**src/rtl/mmult_host_if.sv**
```systemverilog
// rtl/mmult_host_if.sv - byte-in / entry-out streams plus multiplier-side bus for mmult_host
//
// Signals:
//   in_valid/in_ready/in_data        operand byte stream into the host
//   mm_reset_n/mm_enable             control to the matrix multiplier
//   A_mat/B_mat [0:71]               operand matrices (row-major, 9 x 8 bits)
//   mm_valid/C_mat [0:152]           multiplier result (9 x 17 bits)
//   out_valid/out_ready/out_data/out_last  result entry stream
// Modports: slave = the host block itself, master = its environment.

interface mmult_host_if;
    logic          in_valid;
    logic          in_ready;
    logic [7:0]    in_data;

    logic          mm_reset_n;
    logic          mm_enable;
    logic [0:71]   A_mat;
    logic [0:71]   B_mat;
    logic          mm_valid;
    logic [0:152]  C_mat;

    logic          out_valid;
    logic          out_ready;
    logic [16:0]   out_data;
    logic          out_last;

    modport slave (
        input  in_valid, in_data, mm_valid, C_mat, out_ready,
        output in_ready, mm_reset_n, mm_enable, A_mat, B_mat,
               out_valid, out_data, out_last
    );

    modport master (
        output in_valid, in_data, mm_valid, C_mat, out_ready,
        input  in_ready, mm_reset_n, mm_enable, A_mat, B_mat,
               out_valid, out_data, out_last
    );
endinterface

```
**src/rtl/mmult_host.sv**
```systemverilog
// rtl/mmult_host.sv - host sequencer: loads A/B bytes, runs the multiplier, drains 9 C entries
//
// Ports:
//   clk      rising-edge clock
//   reset_n  synchronous active-low reset
//   bus      mmult_host_if.slave (byte input, multiplier control/result, entry output)
//   busy     high in every state except LOAD
//   err      sticky timeout flag (constant 0 unless MMULT_HOST_TIMEOUT_EN)
// Optional feature: define MMULT_HOST_TIMEOUT_EN to build the WAIT timeout and ERR state,
// limited by parameter TIMEOUT_CYCLES.

module mmult_host #(
    parameter int TIMEOUT_CYCLES = 255
) (
    input  logic         clk,
    input  logic         reset_n,
    mmult_host_if.slave  bus,
    output logic         busy,
    output logic         err
);

`ifdef MMULT_HOST_TIMEOUT_EN
    typedef enum logic [2:0] {S_LOAD, S_RST, S_WAIT, S_DRAIN, S_ERR} state_t;
    localparam int TMO_W = $clog2(TIMEOUT_CYCLES + 1);
    logic [TMO_W-1:0] wait_cnt_q, wait_cnt_d;
`else
    typedef enum logic [2:0] {S_LOAD, S_RST, S_WAIT, S_DRAIN} state_t;
    // The limit only matters in the timeout build.
    logic unused_tmo;
    assign unused_tmo = ^TIMEOUT_CYCLES;
`endif

    state_t        state_q, state_d;
    logic [4:0]    byte_cnt_q, byte_cnt_d;
    logic [3:0]    ent_cnt_q, ent_cnt_d;
    logic [0:71]   a_q, a_d;
    logic [0:71]   b_q, b_d;
    logic [0:152]  c_q, c_d;
    // Low during the cycle after a reset edge so in_ready/mm_reset_n stay low then.
    logic          alive_q;

    logic          in_fire;
    logic [6:0]    a_off;
    logic [6:0]    b_off;
    logic [7:0]    c_off;

    assign in_fire = bus.in_valid && alive_q && (state_q == S_LOAD);
    assign a_off   = {byte_cnt_q[3:0], 3'b000};
    assign b_off   = {4'(byte_cnt_q - 5'd9), 3'b000};
    assign c_off   = {ent_cnt_q, 4'b0000} + {4'b0000, ent_cnt_q};   // ent * 17

    always_ff @(posedge clk) begin
        if (!reset_n) begin
            state_q    <= S_LOAD;
            byte_cnt_q <= '0;
            ent_cnt_q  <= '0;
            a_q        <= '0;
            b_q        <= '0;
            c_q        <= '0;
            alive_q    <= 1'b0;
`ifdef MMULT_HOST_TIMEOUT_EN
            wait_cnt_q <= '0;
`endif
        end else begin
            state_q    <= state_d;
            byte_cnt_q <= byte_cnt_d;
            ent_cnt_q  <= ent_cnt_d;
            a_q        <= a_d;
            b_q        <= b_d;
            c_q        <= c_d;
            alive_q    <= 1'b1;
`ifdef MMULT_HOST_TIMEOUT_EN
            wait_cnt_q <= wait_cnt_d;
`endif
        end
    end

    always_comb begin
        state_d    = state_q;
        byte_cnt_d = byte_cnt_q;
        ent_cnt_d  = ent_cnt_q;
        a_d        = a_q;
        b_d        = b_q;
        c_d        = c_q;
`ifdef MMULT_HOST_TIMEOUT_EN
        wait_cnt_d = wait_cnt_q;
`endif
        case (state_q)
            S_LOAD: begin
                if (in_fire) begin
                    if (byte_cnt_q < 5'd9) begin
                        a_d[a_off +: 8] = bus.in_data;
                    end else begin
                        b_d[b_off +: 8] = bus.in_data;
                    end
                    if (byte_cnt_q == 5'd17) begin
                        byte_cnt_d = '0;
                        state_d    = S_RST;
                    end else begin
                        byte_cnt_d = byte_cnt_q + 5'd1;
                    end
                end
            end
            S_RST: begin
                state_d = S_WAIT;
`ifdef MMULT_HOST_TIMEOUT_EN
                wait_cnt_d = '0;
`endif
            end
            S_WAIT: begin
                if (bus.mm_valid) begin
                    c_d       = bus.C_mat;
                    ent_cnt_d = '0;
                    state_d   = S_DRAIN;
                end
`ifdef MMULT_HOST_TIMEOUT_EN
                else if (wait_cnt_q == TMO_W'(TIMEOUT_CYCLES - 1)) begin
                    state_d = S_ERR;
                end else begin
                    wait_cnt_d = wait_cnt_q + TMO_W'(1);
                end
`endif
            end
            S_DRAIN: begin
                if (bus.out_ready) begin
                    if (ent_cnt_q == 4'd8) begin
                        ent_cnt_d = '0;
                        state_d   = S_LOAD;
                    end else begin
                        ent_cnt_d = ent_cnt_q + 4'd1;
                    end
                end
            end
`ifdef MMULT_HOST_TIMEOUT_EN
            S_ERR: state_d = S_ERR;
`endif
            default: state_d = S_LOAD;
        endcase
    end

    always_comb begin
        bus.in_ready   = alive_q && (state_q == S_LOAD);
        bus.mm_reset_n = alive_q && (state_q != S_RST);
        bus.mm_enable  = (state_q == S_WAIT);
        bus.A_mat      = a_q;
        bus.B_mat      = b_q;
        bus.out_valid  = (state_q == S_DRAIN);
        bus.out_data   = c_q[c_off +: 17];
        bus.out_last   = (state_q == S_DRAIN) && (ent_cnt_q == 4'd8);
        busy           = (state_q != S_LOAD);
`ifdef MMULT_HOST_TIMEOUT_EN
        err            = (state_q == S_ERR);
`else
        err            = 1'b0;
`endif
    end

endmodule

```
**src/flat_wrapper.sv**
```systemverilog
// flat-port wrapper written by rule: the top's interface ports become plain ports
module mmult_host_flat 
#(
    parameter int TIMEOUT_CYCLES = 255
)
  (clk, reset_n, busy, err, bus_in_valid, bus_in_data, bus_mm_valid, bus_C_mat, bus_out_ready, bus_in_ready, bus_mm_reset_n, bus_mm_enable, bus_A_mat, bus_B_mat, bus_out_valid, bus_out_data, bus_out_last);
  mmult_host_if bus_i ();
  input  logic clk;
  input  logic reset_n;
  output logic busy;
  output logic err;
  input wire logic [$bits(bus_i.in_valid)-1:0] bus_in_valid;
  input wire logic [$bits(bus_i.in_data)-1:0] bus_in_data;
  input wire logic [$bits(bus_i.mm_valid)-1:0] bus_mm_valid;
  input wire logic [$bits(bus_i.C_mat)-1:0] bus_C_mat;
  input wire logic [$bits(bus_i.out_ready)-1:0] bus_out_ready;
  output wire logic [$bits(bus_i.in_ready)-1:0] bus_in_ready;
  output wire logic [$bits(bus_i.mm_reset_n)-1:0] bus_mm_reset_n;
  output wire logic [$bits(bus_i.mm_enable)-1:0] bus_mm_enable;
  output wire logic [$bits(bus_i.A_mat)-1:0] bus_A_mat;
  output wire logic [$bits(bus_i.B_mat)-1:0] bus_B_mat;
  output wire logic [$bits(bus_i.out_valid)-1:0] bus_out_valid;
  output wire logic [$bits(bus_i.out_data)-1:0] bus_out_data;
  output wire logic [$bits(bus_i.out_last)-1:0] bus_out_last;
  assign bus_i.in_valid = bus_in_valid;
  assign bus_i.in_data = bus_in_data;
  assign bus_i.mm_valid = bus_mm_valid;
  assign bus_i.C_mat = bus_C_mat;
  assign bus_i.out_ready = bus_out_ready;
  assign bus_in_ready = bus_i.in_ready;
  assign bus_mm_reset_n = bus_i.mm_reset_n;
  assign bus_mm_enable = bus_i.mm_enable;
  assign bus_A_mat = bus_i.A_mat;
  assign bus_B_mat = bus_i.B_mat;
  assign bus_out_valid = bus_i.out_valid;
  assign bus_out_data = bus_i.out_data;
  assign bus_out_last = bus_i.out_last;
  mmult_host #(.TIMEOUT_CYCLES(TIMEOUT_CYCLES)) u_core (.clk(clk), .reset_n(reset_n), .bus(bus_i), .busy(busy), .err(err));
endmodule
```
**config.mk**
```make
export PLATFORM = sky130hd
export DESIGN_NAME = mmult_host_flat
export DESIGN_NICKNAME = d
export VERILOG_FILES = /design/src/rtl/mmult_host_if.sv /design/src/rtl/mmult_host.sv /design/src/flat_wrapper.sv
export SDC_FILE = /design/constraint.sdc
export NUM_CORES = 1
export LEC_CHECK = 0
export ABC_CLOCK_PERIOD_IN_PS = 3680
export BUFFER_PORTS_ARGS = -buffer_cell sky130_fd_sc_hd__buf_2
export CAP_MARGIN = 30
export CORE_MARGIN = 2
export CORE_UTILIZATION = 39
export CTS_BUF_LIST = sky130_fd_sc_hd__clkbuf_4 sky130_fd_sc_hd__clkbuf_8 sky130_fd_sc_hd__clkbuf_16
export CTS_CLUSTER_DIAMETER = 60
export DETAILED_ROUTE_END_ITERATION = 10
export PLACE_DENSITY = 0.59
export SYNTH_ARGS = -nofsm -noshare
export SYNTH_HDL_FRONTEND = slang
export SYNTH_SLANG_ARGS = --single-unit
```
**constraint.sdc**
```tcl
create_clock -name clk -period 3.68 [get_ports clk]
set_clock_uncertainty 0.15 [all_clocks]
set_input_delay 0.184 -clock clk [delete_from_list [all_inputs] [get_ports clk]]
set_output_delay 0.184 -clock clk [all_outputs]
set_load 0.02 [all_outputs]
```
# Word-level counts from Yosys, hierarchy flattened
# Cells that the tools add are included.
# Widths: inputs -> output; s select.
[op_classes] add_sub_neg=6 magnitude_cmp=1 n_eq_ne=11 shift=5 mux=14 bitwise_logic=4 n_reduce_logical=14
[op_table] op="$shiftx 153x9->154" count=1
[op_table] op="$shift 73x9->72 const A" count=2
[op_table] op="$shiftx 73x9->72" count=2
[op_table] op="$bwmux 72" count=2
[op_table] op="$neg 8->9" count=2
[op_table] op="$not 7->8" count=2
[op_table] op="$mux 3" count=5
[op_table] op="$mux 4" count=3
[op_table] op="$pmux 3 s4" count=1
[op_table] op="$not 8->9" count=1
[op_table] op="$reduce_and 3->1" count=3
[op_table] op="$add 8x4->8" count=1
[op_table] op="$pmux 4 s2" count=1
[op_table] op="$eq 3x2->1 const B" count=2
[op_table] op="$ne 2x2->1 const B" count=3
[op_table] op="$add 5x1->5 const B" count=1
[op_table] op="$eq 5x5->1 const B" count=1
[op_table] op="$logic_and 1x1->1" count=5
[op_table] op="$lt 5x4->1 const B" count=1
[op_table] op="$mux 5" count=1
[op_table] op="$reduce_and 5->1" count=1
[op_table] op="$add 4x1->4 const B" count=1
[op_table] op="$eq 4x4->1 const B" count=1
[op_table] op="$ne 2x1->1 const B" count=2
[op_table] op="9 further kinds" count=10
[word_totals] reg_bits=310 input_bits=166 output_inout_bits=168 elab_cells=62

# Longest topological paths before layout
# Gate-level depths: netlist (run 1).
[logic_depth] word_depth=5 ltp_mapped=10 ltp_nobuf=7

# Worst setup path after synthesis (run 1)
# Ideal clock, no wire load.
[synth_path] path_type="register to output" from="reg u_core.ent_cnt_q[1]" to="out bus_out_data[12]" t_arrival_ps=2038 path_slack_ps=1308 path_stages_with_launch=8 path_buffers=3 path_cell_list="dfxtp_1 buf_4 buf_2 buf_2 nand2_1 a2111oi_0 nor3_1 o32ai_1"
[synth_via] elab_chain_cells=3
[synth_rtl] element="start: declaration" line="mmult_host.sv:35" source="logic [3:0] ent_cnt_q, ent_cnt_d;"
[synth_rtl] element="start signal: assignment" line="mmult_host.sv:67" source="ent_cnt_q <= ent_cnt_d;"
[synth_rtl] element="$add 8x4->8" line="mmult_host.sv:50" source="assign c_off = {ent_cnt_q, 4'b0000} + {4'b0000, ent_cnt_q};"
[synth_rtl] element="$not 8->9 (not written as such)" line="mmult_host.sv:148" source="bus.out_data = c_q[c_off +: 17];"
[synth_rtl] element="$shiftx 153x9->154" line="mmult_host.sv:148"
[synth_rtl] element="end: declaration" line="flat_wrapper.sv:23" source="output wire logic [$bits(bus_i.out_data)-1:0] bus_out_data;"
# No other way between the ends.

# Worst setup path after layout (run 1)
[layout_path] from="reg u_core.ent_cnt_q[2]" to="out bus_out_data[8]"
# Same word-level chain as after synthesis.

==> results.cfg, run 1 <==
[outcome]
outcome = completed

[power_and_ir_drop]
power.combinational.fraction_pct = 6.2
power_frac_seq_pct = 45.0
total_switching_power_mw = 1.66
p_int_mw = 5.80
power_density_normalized_to_cell_area_nw_per_um2 = 389
static-leakage-power_nw = 7.47
clock_power_share_pct = 48.8
switching_share_pct = 22.2
ir_worst_vdd_v = 0.000256

[global_route]
grt_pass1_vias = 13400
globalRouteTotalUtil_pct = 25.5
antenna_found_initial = 2
grt_max_degree = 164
grt_pass1_wl_um = 76600
grt-ovfl-total = 0

[setup_path]
cp-start-kind = flip-flop
critical_path.slowest_cell = sky130_fd_sc_hd__dfxtp_4
regToRegStartpoint = u_core.byte_cnt_q[1]$_SDFFE_PN0P_
timing.setup.critical_path_class = flip-flop to primary output
rr_worst_depth = 7
cp_data_arrival_time_ns = 3.05
worstSetupEndpointType = primary output
timing.critical_path.required_ns = 3.35
crit_fanout = 80
timing.critical_path.slowest_cell_delay_ns = 0.97
capture_instance_of_the_worst_register_to_register_path = u_core.bus.B_mat[9]$_SDFFE_PN0P_
reg2reg_setup_slack_ns = 0.94
worstPathCellList = buf_4, mux4_2, nand2_1, o21ai_0, a22oi_1, o311ai_0, buf_2

[clock_tree]
cts_buffer_depth = 3
cts_made_buffers = 35
maximum_level_of_the_cts_h_tree = 2
cts.clk_slew.worst_paths_ns = 0.06
insertion_delay_ns = 0.52
clock-sinks = 309
clk_root_buffer_cell = sky130_fd_sc_hd__clkbuf_16
tritoncts = built

[drt]
avgViaCountPerCell = 5.26
postRouteAntennaNets = 0
drc = 0
via_count = 13700
drt_first_pass_iters = 5
dr.first_iter.drc_count = 1011
avgRoutedWirePerCell_um = 19.5
wirelength_um = 50800

[place]
gp_routability_congestion = 0.946
place_ws_ns = 0.894
post-place-cells = 2372
io_buffer_count = 332
place.detailed.hpwl_um = 35600

[cells_and_area]
seq_area_um2 = 6190
postLayoutCoreUtil_pct = 52.4
area_growth_pct = 32.5
multi_input_area_um2 = 7680
finish.cell_count_without_fillers = 2597
post_route_cells_drive_above_1_share_pct = 22.3
fill_cells = 3386
fin_nets = 2283

[sta]
number_of_hold_slack_violations_in_the_final_timing_report = 0
final.min_clock_period_ns = 3.39
setup_repair_after_global_routing_missed_its_margin = no
setup-tns-final_ns = 0
postLayoutSetupSlackWorst_ns = 0.295
setup_viol = 0
layout_worst_path_cycle_share_pct = 92.0
tightestPinTransition_ns = 1.00
final-max-slew-violation-count = 0
maxSlewHeadroom_pct = 33.0
fmax_ghz = 0.295

[floorplanning]
floorplan.initialDensity_pct = 39.6
die_area_um2 = 38700
core-area_um2 = 36600
io_pins = 334
die_width_um = 197
die_h_um = 197
std_cell_rows = 70

[logic_synthesis]
ys_types = 63
synth_top_cell_by_area = sky130_fd_sc_hd__dfxtp_1
avgSynthCellArea_um2 = 8.56
synth_seq_cells = 309
synth_enable_flop_cells = 0
synth-warning-count = 0
ys_seq_area_share_pct = 42.7
synth_nets = 1872
netlist_instances = 1692
synth.cell_area_um2 = 14500
post_synth_main_area_contributors = sky130_fd_sc_hd__dfxtp_1, sky130_fd_sc_hd__nand2_1, sky130_fd_sc_hd__a21boi_0
postSynth.asyncResetShare_pct = 0
leading_register_cell_type_out_of_synthesis = sky130_fd_sc_hd__dfxtp_1
post-synth-top-area-fraction_pct = 42.7

[run]
drv_cap = 0

[min_path]
min_from = reset_n
worstHoldEndpoint = u_core.bus.B_mat[21]$_SDFFE_PN0P_
worst_hold_path.num_cells = 3
holdCritPathClass = input pin to flip-flop
worst max-delay path by stage:
stage                                                start                to  slack (ns)  depth (start not counted)
after floorplan           u_core.ent_cnt_q[1]$_SDFFE_PN0P_  bus_out_data[12]        1.31                          7
after global placement    u_core.ent_cnt_q[2]$_SDFFE_PN0P_   bus_out_data[7]        0.91                          7
after detailed placement  u_core.ent_cnt_q[2]$_SDFFE_PN0P_   bus_out_data[7]        0.89                          7
after CTS                 u_core.ent_cnt_q[2]$_SDFFE_PN0P_   bus_out_data[7]        0.35                          7
after global routing      u_core.ent_cnt_q[2]$_SDFFE_PN0P_   bus_out_data[8]        0.20                          7
final                     u_core.ent_cnt_q[2]$_SDFFE_PN0P_   bus_out_data[8]        0.29                          7
critical path, delay by kind of cell (launching register included):
kind                   cells  cell delay (ns)
AO/OA/AOI/OAI              3             0.55
buffers and inverters      2             0.57
flip-flops                 1             0.97
multiplexers               1             0.29
AND/OR/NAND/NOR            1             0.08
power groups by stage:
stage / registers, mW / logic, mW / clock network [mW]
finish: 3.36 / 0.462 / 3.64
global route: 3.36 / 0.497 / 3.84
CTS: 3.36 / 0.457 / 3.70
detailed placement: 3.43 / 0.321 / 0
global placement: 3.43 / 0.320 / 0
floorplan: 3.44 / 0.158 / 0
per-layer routing:
layer	part of all wire, %	GRT usage, %	vias to the layer above
li1	-	-	6605
met1	42	33.3	6467
met2	47	42.1	502
met3	8.1	5.44	82
met4	2.9	8.13	0
met5	0	0	-
state kept, by name, summed over array words and instances (netlist names):
register	flops
u_core.state_q	2
u_core.byte_cnt_q	5
u_core.bus.B_mat	72
u_core.alive_q	1
u_core.ent_cnt_q	4
u_core.bus.A_mat	72
u_core.c_q	153
layout make-up:
| type | count | area share (%) |
|---|---|---|
| timing repair buffer | 513 | 18.2 |
| tap | 468 | 3.05 |
| antenna | 1 | 0.0130 |
| multi-input combinational | 1230 | 40.0 |
| clock buffer | 46 | 5.22 |
| inverter | 14 | 0.274 |
| clock inverter | 16 | 1.04 |
| sequential | 309 | 32.3 |
per-stage QoR:
| step | cell area [um^2] | total power [mW] | hold WS [ns] |
|---|---|---|---|
| global placement | 16400 | 3.75 | 0.290 |
| finish | 19200 | 7.46 | 0.0644 |
| floorplan | 14500 | 3.59 | 0.0617 |
| detailed placement | 16400 | 3.75 | 0.293 |
| global route | 19200 | 7.69 | 0.0932 |
| CTS | 19200 | 7.51 | 0.0472 |
synthesized netlist by cell type (2+ instances only):
cell / n
sky130_fd_sc_hd__a211oi_1: 5
sky130_fd_sc_hd__a211oi_2: 2
sky130_fd_sc_hd__a21boi_0: 196
sky130_fd_sc_hd__a21oi_1: 19
sky130_fd_sc_hd__a221oi_1: 8
sky130_fd_sc_hd__a22oi_1: 12
sky130_fd_sc_hd__a31o_1: 4
sky130_fd_sc_hd__a31oi_1: 5
sky130_fd_sc_hd__a32oi_1: 2
sky130_fd_sc_hd__and2_1: 34
sky130_fd_sc_hd__and3_1: 18
sky130_fd_sc_hd__buf_1: 8
sky130_fd_sc_hd__buf_2: 22
sky130_fd_sc_hd__buf_4: 6
sky130_fd_sc_hd__buf_6: 2
sky130_fd_sc_hd__clkbuf_1: 101
sky130_fd_sc_hd__dfxtp_1: 309
sky130_fd_sc_hd__ha_1: 14
sky130_fd_sc_hd__inv_1: 14
sky130_fd_sc_hd__mux2_2: 13
sky130_fd_sc_hd__mux2i_1: 101
sky130_fd_sc_hd__mux4_2: 29
sky130_fd_sc_hd__nand2_1: 469
sky130_fd_sc_hd__nand2b_1: 5
sky130_fd_sc_hd__nand3_1: 71
sky130_fd_sc_hd__nand4_1: 21
sky130_fd_sc_hd__nor2_1: 35
sky130_fd_sc_hd__nor2_4: 3
sky130_fd_sc_hd__nor2b_1: 46
sky130_fd_sc_hd__nor3_1: 9
sky130_fd_sc_hd__nor3b_1: 2
sky130_fd_sc_hd__o211ai_1: 6
sky130_fd_sc_hd__o21ai_0: 58
sky130_fd_sc_hd__o21ai_1: 2
sky130_fd_sc_hd__o21ba_2: 4
sky130_fd_sc_hd__o22ai_1: 5
sky130_fd_sc_hd__o31ai_1: 2
sky130_fd_sc_hd__o32ai_1: 2
sky130_fd_sc_hd__or3_1: 3
sky130_fd_sc_hd__xnor2_1: 2
what timing repair did:
item / 4_1_cts / 5_1_grt
resized for setup: 0 / 0
setup buffers: 0 / 0
hold buffers: 162 / 0
hold endpoints to repair: 220 / 0
cells by family after synthesis:
group                      after synthesis  share of synthesized area [%]
AOI/OAI and AO/OA                      342                           16.7
xor gates and xnor gates                 3                          0.181
adders and majority gates               14                           1.21
buffers and inverters                  153                           4.41
DFF                                    309                           42.7
muxes                                  143                           12.5
other                                    1                         0.0259
and+or+nand+nor                        727                           22.3
cell usage in the layout (no fill, tap or decap), types with 13 or more instances in the layout:
cell,Yosys,layout
sky130_fd_sc_hd__a21boi_0,196,196
sky130_fd_sc_hd__a21oi_1,19,19
sky130_fd_sc_hd__and2_1,34,33
sky130_fd_sc_hd__and3_1,18,18
sky130_fd_sc_hd__buf_2,22,331
sky130_fd_sc_hd__buf_4,6,15
sky130_fd_sc_hd__clkbuf_16,0,35
sky130_fd_sc_hd__dfxtp_1,309,306
sky130_fd_sc_hd__dlygate4sd3_1,0,162
sky130_fd_sc_hd__ha_1,14,14
sky130_fd_sc_hd__inv_1,14,14
sky130_fd_sc_hd__mux2_2,13,13
sky130_fd_sc_hd__mux2i_1,101,101
sky130_fd_sc_hd__mux4_2,29,29
sky130_fd_sc_hd__nand2_1,469,468
sky130_fd_sc_hd__nand3_1,71,71
sky130_fd_sc_hd__nand4_1,21,21
sky130_fd_sc_hd__nor2_1,35,35
sky130_fd_sc_hd__nor2b_1,46,46
sky130_fd_sc_hd__o21ai_0,58,58
Note: power is estimated with default switching activity, not from simulation.
==> run 2: changes to the inputs <==
ABC_AREA = 1   (was unset)
CELL_PAD_IN_SITES_DETAIL_PLACEMENT = 2   (was unset)
CELL_PAD_IN_SITES_GLOBAL_PLACEMENT = 2   (was unset)
CORE_UTILIZATION = 32   (was 39)
PLACE_DENSITY = 0.85   (was 0.59)
==> run 2 against run 1 <==
Compared with the run above:
- combinational power increased to 10 times the previous value
- worst setup slack got worse by 0.18 ns
- register-to-register slack got worse by 0.83 ns
- clock-buffer cell count increased by 9
- critical path type is now flip-flop to flip-flop
- sequential power increased by 26%
- sequential cell count unchanged
- sequential share of layout area decreased by 6.0 points
==> results.cfg, run 2 <==
[outcome]
outcome = completed

[sta]
final.min_clock_period_ns = 3.57
fmax_ghz = 0.281
final-max-slew-violation-count = 0
setup-tns-final_ns = 0
layout_worst_path_cycle_share_pct = 96.9
tightestPinTransition_ns = 0.990
number_of_hold_slack_violations_in_the_final_timing_report = 0
setup_viol = 0
postLayoutSetupSlackWorst_ns = 0.115
maxSlewHeadroom_pct = 33.8

[clock_tree]
insertion_delay_ns = 0.62
clk_root_buffer_cell = sky130_fd_sc_hd__clkbuf_16
maximum_level_of_the_cts_h_tree = 2
cts_made_buffers = 38
cts_buffer_depth = 3
tritoncts = built
cts.clk_slew.worst_paths_ns = 0.07
clock-sinks = 309

[setup_path]
path_buf_inv = 5
critical_path.slowest_cell = sky130_fd_sc_hd__dlygate4sd3_1
timing.critical_path.max_delay_family = buffers and inverters
critical-path-top-cell-by-count = sky130_fd_sc_hd__inv_1
timing.setup.critical_path_class = flip-flop to flip-flop
worstSetupEndpointType = flip-flop
worstPathCellList = inv_1, ha_1, inv_1, nor2_4, nand3_4, clkinv_2, nand3_2, inv_1, o21ai_0, a21oi_1, dlygate4sd3_1
cp_data_arrival_time_ns = 3.98
timing.critical_path.required_ns = 4.09
timing.critical_path.slowest_cell_delay_ns = 0.59
cp-start-kind = flip-flop
crit_fanout = 9

[power_and_ir_drop]
static-leakage-power_nw = 10.7
post-layout-total-power_mw = 13.0
ir_worst_vdd_v = 0.000405
power_density_normalized_to_cell_area_nw_per_um2 = 552

[floorplanning]
floorplan.initialDensity_pct = 32.2
core-area_um2 = 57400
die_area_um2 = 59700
io_pins = 334
die_width_um = 244
die_h_um = 244
std_cell_rows = 88

[cells_and_area]
fill_cells = 6879
fin_nets = 3605
post_route_cells_drive_above_1_share_pct = 14.5
area_growth_pct = 27.8
finish.cell_count_without_fillers = 4227
regMostFlops = u_core.c_q
commonest_cells_after_routing_fill_and_taps_aside = sky130_fd_sc_hd__nand2_1, sky130_fd_sc_hd__nand3_1, sky130_fd_sc_hd__nor2_1
layout_commonest_cell = sky130_fd_sc_hd__nand2_1
largest_register_ff_count = 153
post-route-cell-area_um2 = 23600

[logic_synthesis]
synth_top_cell_by_area = sky130_fd_sc_hd__dfxtp_1
ys_seq_area_share_pct = 33.5
avgSynthCellArea_um2 = 6.05
synth_nets = 3239
synth_enable_flop_cells = 0
synth.most_common_cell = sky130_fd_sc_hd__nand2_1
synth-warning-count = 0
top_cell_types_by_occurrence_after_synthesis = sky130_fd_sc_hd__nand2_1, sky130_fd_sc_hd__nand3_1, sky130_fd_sc_hd__nor2_1
postSynth.asyncResetShare_pct = 0
post-synth-top-area-fraction_pct = 33.5
leading_register_cell_type_out_of_synthesis = sky130_fd_sc_hd__dfxtp_1
post_synth_main_area_contributors = sky130_fd_sc_hd__dfxtp_1, sky130_fd_sc_hd__nand3_1, sky130_fd_sc_hd__nand2_1
synth.cell_area_um2 = 18500
netlist_instances = 3059
ys_types = 48
synth_seq_cells = 309

[drt]
via_count = 25100
dr.first_iter.drc_count = 2005
avgRoutedWirePerCell_um = 28.5
postRouteAntennaNets = 0
drc = 0
avgViaCountPerCell = 5.93
wirelength_um = 120000
drt_first_pass_iters = 5

[place]
io_buffer_count = 332
place_ws_ns = 0.720
post-place-cells = 3989
place.detailed.hpwl_um = 70000
gp_routability_congestion = 0.949
postPlaceCellArea_um2 = 20700

[global_route]
grt_max_degree = 148
globalRouteTotalUtil_pct = 38.9
grt-ovfl-total = 0
grt_pass1_wl_um = 178000
grt_pass1_vias = 27400
antenna_found_initial = 12

[min_path]
holdCritPathClass = input pin to flip-flop

[run]
drv_cap = 0
## run 2: worst paths after layout
| path | slack (ns) | to | depth (start not counted) | startpoint |
|---|---|---|---|---|
| setup / recovery | 0.11 | u_core.bus.A_mat[13]$_SDFFE_PN0P_ | 11 | u_core.state_q[1]$_SDFFE_PN0P_ |
| hold reg to reg | 0.32 | u_core.bus.A_mat[55]$_SDFFE_PN0P_ | 2 | u_core.bus.A_mat[55]$_SDFFE_PN0P_ |
| setup reg to reg | 0.11 | u_core.bus.A_mat[13]$_SDFFE_PN0P_ | 11 | u_core.state_q[1]$_SDFFE_PN0P_ |
| hold / removal | 0.05 | u_core.bus.A_mat[43]$_SDFFE_PN0P_ | 5 | bus_in_data[4] |
## run 2: where the power goes
group | internal [mW] | switching, mW
logic | 1.27 | 3.43
clock network | 2.24 | 1.89
registers | 3.72 | 0.501
## run 2: cell families after synthesis
family	share of synthesized area (%)
AOI/OAI and AO/OA	13.5
xor gates and xnor gates	0.0947
adders and majority gates	0.947
buffers and inverters	7.57
DFF	33.5
muxes	0.108
other	0.0203
and+or+nand+nor	44.3
## run 2: per-stage QoR
| stage | hold WS, ns | utilization [%] |
|---|---|---|
| 3_5_place_dp | 0.290 | 36.1 |
| 5_1_grt | 0.0789 | 41.2 |
| 3_3_place_gp | 0.280 | 36.1 |
| 2_1_floorplan | 0.0617 | - |
| 6_report | 0.0508 | 41.2 |
| 4_1_cts | 0.0145 | 41.1 |
## run 2: final cells by class
| type | instances | area (um^2) | share of cell area (%) |
|---|---|---|---|
| Timing Repair Buffer | 539 | 3760 | 15.9 |
| Sequential cell | 309 | 6200 | 26.2 |
| Tap cell | 765 | 957 | 4.05 |
| Clock inverter | 12 | 171 | 0.725 |
| Antenna cell | 10 | 25.0 | 0.106 |
| Multi-Input combinational cell | 2413 | 10900 | 46.2 |
| Inverter | 124 | 487 | 2.06 |
| Clock buffer | 55 | 1120 | 4.75 |
## run 2: routing by layer
metal / share of wire (%) / vias to the layer above / global-route usage (%)
met5: 0.030 / - / 0
met4: 6.3 / 6 / 21.0
met3: 6.6 / 450 / 6.89
met2: 48 / 1180 / 67.2
met1: 39 / 12600 / 45.8
li1: - / 10800 / -
## run 2: timing repair
action,in CTS,in global routing
hold buffers,160,0
resized for setup,0,3
buffers inserted,0,1
endpoints found under the setup margin,0,8
endpoints found under the hold margin,209,0
## run 2: worst reg2reg max path: cells and delay by family, from the launching register on
kind / cells / cell delay, ns
compound gates: 2 / 0.39
buf+inv: 5 / 1.50
simple gates: 3 / 0.78
fa+ha+maj: 1 / 0.29
flops: 1 / 0.38
==> run 3: changes to the inputs <==
ABC_CLOCK_PERIOD_IN_PS = 3800   (was 3680)
CORE_UTILIZATION = 30   (was 32)
PLACE_DENSITY = 0.8   (was 0.85)
clock period = 3.8 ns   (was 3.68 ns; I/O delays follow)
==> run 3 against run 2 <==
Compared with the run above:
- utilization down 2.6 points
- worst setup slack worse by 0.030 ns
- first-iteration DRC count down 13%
- wire length down 8.6%
- sequential power down 3%
- hold slack better by 0.053 ns
- register-to-register slack better by 0.26 ns
- critical path depth unchanged
- power down 4.9%
- via count down 4.1%
- critical endpoint is now bus_out_data[10]
- largest cell class unchanged
==> results.cfg, run 3 (synthesized netlist as in run 2, its figures left out) <==
[place]
post-place-cells = 4006
place.detailed.hpwl_um = 70100
io_buffer_count = 332
gp_routability_congestion = 0.973
postPlaceCellArea_um2 = 20700

[setup_path]
path_buf_inv = 3
cp-start-kind = flip-flop
critical-path-top-cell-by-count = sky130_fd_sc_hd__nand3_1
reg2reg_setup_slack_ns = 0.37
crit_fanout = 79
timing.critical_path.required_ns = 3.46
critical_path.slowest_cell = sky130_fd_sc_hd__dfxtp_4
cp_data_arrival_time_ns = 3.38
timing.critical_path.max_delay_family = simple AND/OR/NAND/NOR gates
worstSetupEndpointType = primary output
timing.critical_path.slowest_cell_delay_ns = 0.63
worstPathCellList = inv_4, buf_16, nand2_1, nand3_1, nand2_1, o21ai_0, a21oi_1, nand3_1, nand3_1, nand3_1, buf_2
timing.setup.critical_path_class = flip-flop to primary output

[clock_tree]
clk_root_buffer_cell = sky130_fd_sc_hd__clkbuf_16
tritoncts = built
cts_setup_buffers = 0
cts_made_buffers = 39
clock-sinks = 309
maximum_level_of_the_cts_h_tree = 2
insertion_delay_ns = 0.59
cts_buffer_depth = 3
cts.clk_slew.worst_paths_ns = 0.06

[floorplanning]
die_width_um = 252
die_h_um = 252
die_area_um2 = 63600
std_cell_rows = 91
core-area_um2 = 61400
io_pins = 334
floorplan.initialDensity_pct = 30.1

[cells_and_area]
postLayoutCoreUtil_pct = 38.7
commonest_cells_after_routing_fill_and_taps_aside = sky130_fd_sc_hd__nand2_1, sky130_fd_sc_hd__nand3_1, sky130_fd_sc_hd__nor2_1
fin_nets = 3602
post-route-cell-area_um2 = 23700
fill_cells = 7366
post_route_cells_drive_above_1_share_pct = 14.4
regMostFlops = u_core.c_q
layout_commonest_cell = sky130_fd_sc_hd__nand2_1
largest_register_ff_count = 153
finish.cell_count_without_fillers = 4245
area_growth_pct = 28.3

[sta]
layout_worst_path_cycle_share_pct = 97.8
setup_viol = 0
final.min_clock_period_ns = 3.72
setup_repair_after_global_routing_missed_its_margin = no
maxSlewHeadroom_pct = 32.2
tightestPinTransition_ns = 1.01
fmax_ghz = 0.269
number_of_hold_slack_violations_in_the_final_timing_report = 0
setup-tns-final_ns = 0
final-max-slew-violation-count = 0

[global_route]
use_met3_pct = 5.02
grt_busiest_layer = met2
globalRouteTotalUtil_pct = 33.2
grt-ovfl-total = 0
grt_pass1_wl_um = 163000
grt.met1_usage_pct = 42.3
grt_pass1_vias = 26000
grt_max_degree = 158
antenna_found_initial = 9
met2_usage_pct = 56.9

[drt]
avgRoutedWirePerCell_um = 25.9
wirelength_um = 110000
dr.first_iter.drc_count = 1739
avgViaCountPerCell = 5.66
drc = 0
via_count = 24000
postRouteAntennaNets = 0
drt_first_pass_iters = 5

[run]
drv_cap = 0

[power_and_ir_drop]
static-leakage-power_nw = 10.7
power_density_normalized_to_cell_area_nw_per_um2 = 523
ir_worst_vdd_v = 0.000401

[outcome]
outcome = completed

[min_path]
holdCritPathClass = input pin to flip-flop
-- run 3: final timing paths --
kind / start / endpoint / cells after the start
max: u_core.ent_cnt_q[0]$_SDFFE_PN0P_ / bus_out_data[10] / 11
min: bus_in_data[5] / u_core.bus.B_mat[2]$_SDFFE_PN0P_ / 5
max reg2reg: u_core.byte_cnt_q[0]$_SDFFE_PN0P_ / u_core.bus.B_mat[23]$_SDFFE_PN0P_ / 10
min reg2reg: u_core.bus.A_mat[50]$_SDFFE_PN0P_ / u_core.bus.A_mat[50]$_SDFFE_PN0P_ / 2
-- run 3: through the flow --
stage / setup slack, ns / hold WS (ns) / power (mW)
floorplan: 1.55 / 0.0677 / 6.50
global placement: 0.787 / 0.282 / 7.86
detailed placement: 0.785 / 0.291 / 8.05
CTS: 0.145 / 0.00339 / 12.1
global route: 0.0129 / 0.122 / 13.0
finish: 0.0848 / 0.104 / 12.4
-- run 3: metal layers --
| metal | share of wire [%] | vias to the layer above | routed length [um] |
|---|---|---|---|
| met3 | 5.1 | 236 | 5600 |
| met1 | 43 | 12200 | 47200 |
| met5 | 0.043 | - | 47 |
| li1 | - | 10800 | - |
| met2 | 48 | 813 | 53100 |
| met4 | 3.6 | 8 | 3980 |
-- run 3: repair_timing --
item	CTS	global route
endpoints found under the setup margin	0	9
hold buffers	162	0
endpoints found under the hold margin	176	0
gates resized for setup	0	1
-- run 3: report_power, final --
| part | total (mW) | switching [mW] | internal [mW] | leakage [nW] |
|---|---|---|---|---|
| logic | 4.38 | 3.14 | 1.24 | 7.55 |
| clock network | 3.95 | 1.77 | 2.18 | 0.661 |
| registers | 4.09 | 0.479 | 3.61 | 2.50 |
-- run 3: final cells by class --
class | instances | area [um^2] | area share [%]
Sequential cell | 309 | 6200 | 26.1
Clock buffer | 48 | 1070 | 4.50
Clock inverter | 21 | 234 | 0.986
Antenna cell | 5 | 12.5 | 0.0527
Multi-Input combinational cell | 2413 | 10900 | 46.0
Timing Repair Buffer | 535 | 3820 | 16.1
Inverter | 124 | 484 | 2.04
Tap cell | 790 | 988 | 4.17
-- run 3: tightest hold or removal path, delay by kind of cell --
kind | cells | cell delay (ns)
simple gates | 2 | 0.29
buf+inv | 2 | 0.24
compound gates | 1 | 0.09
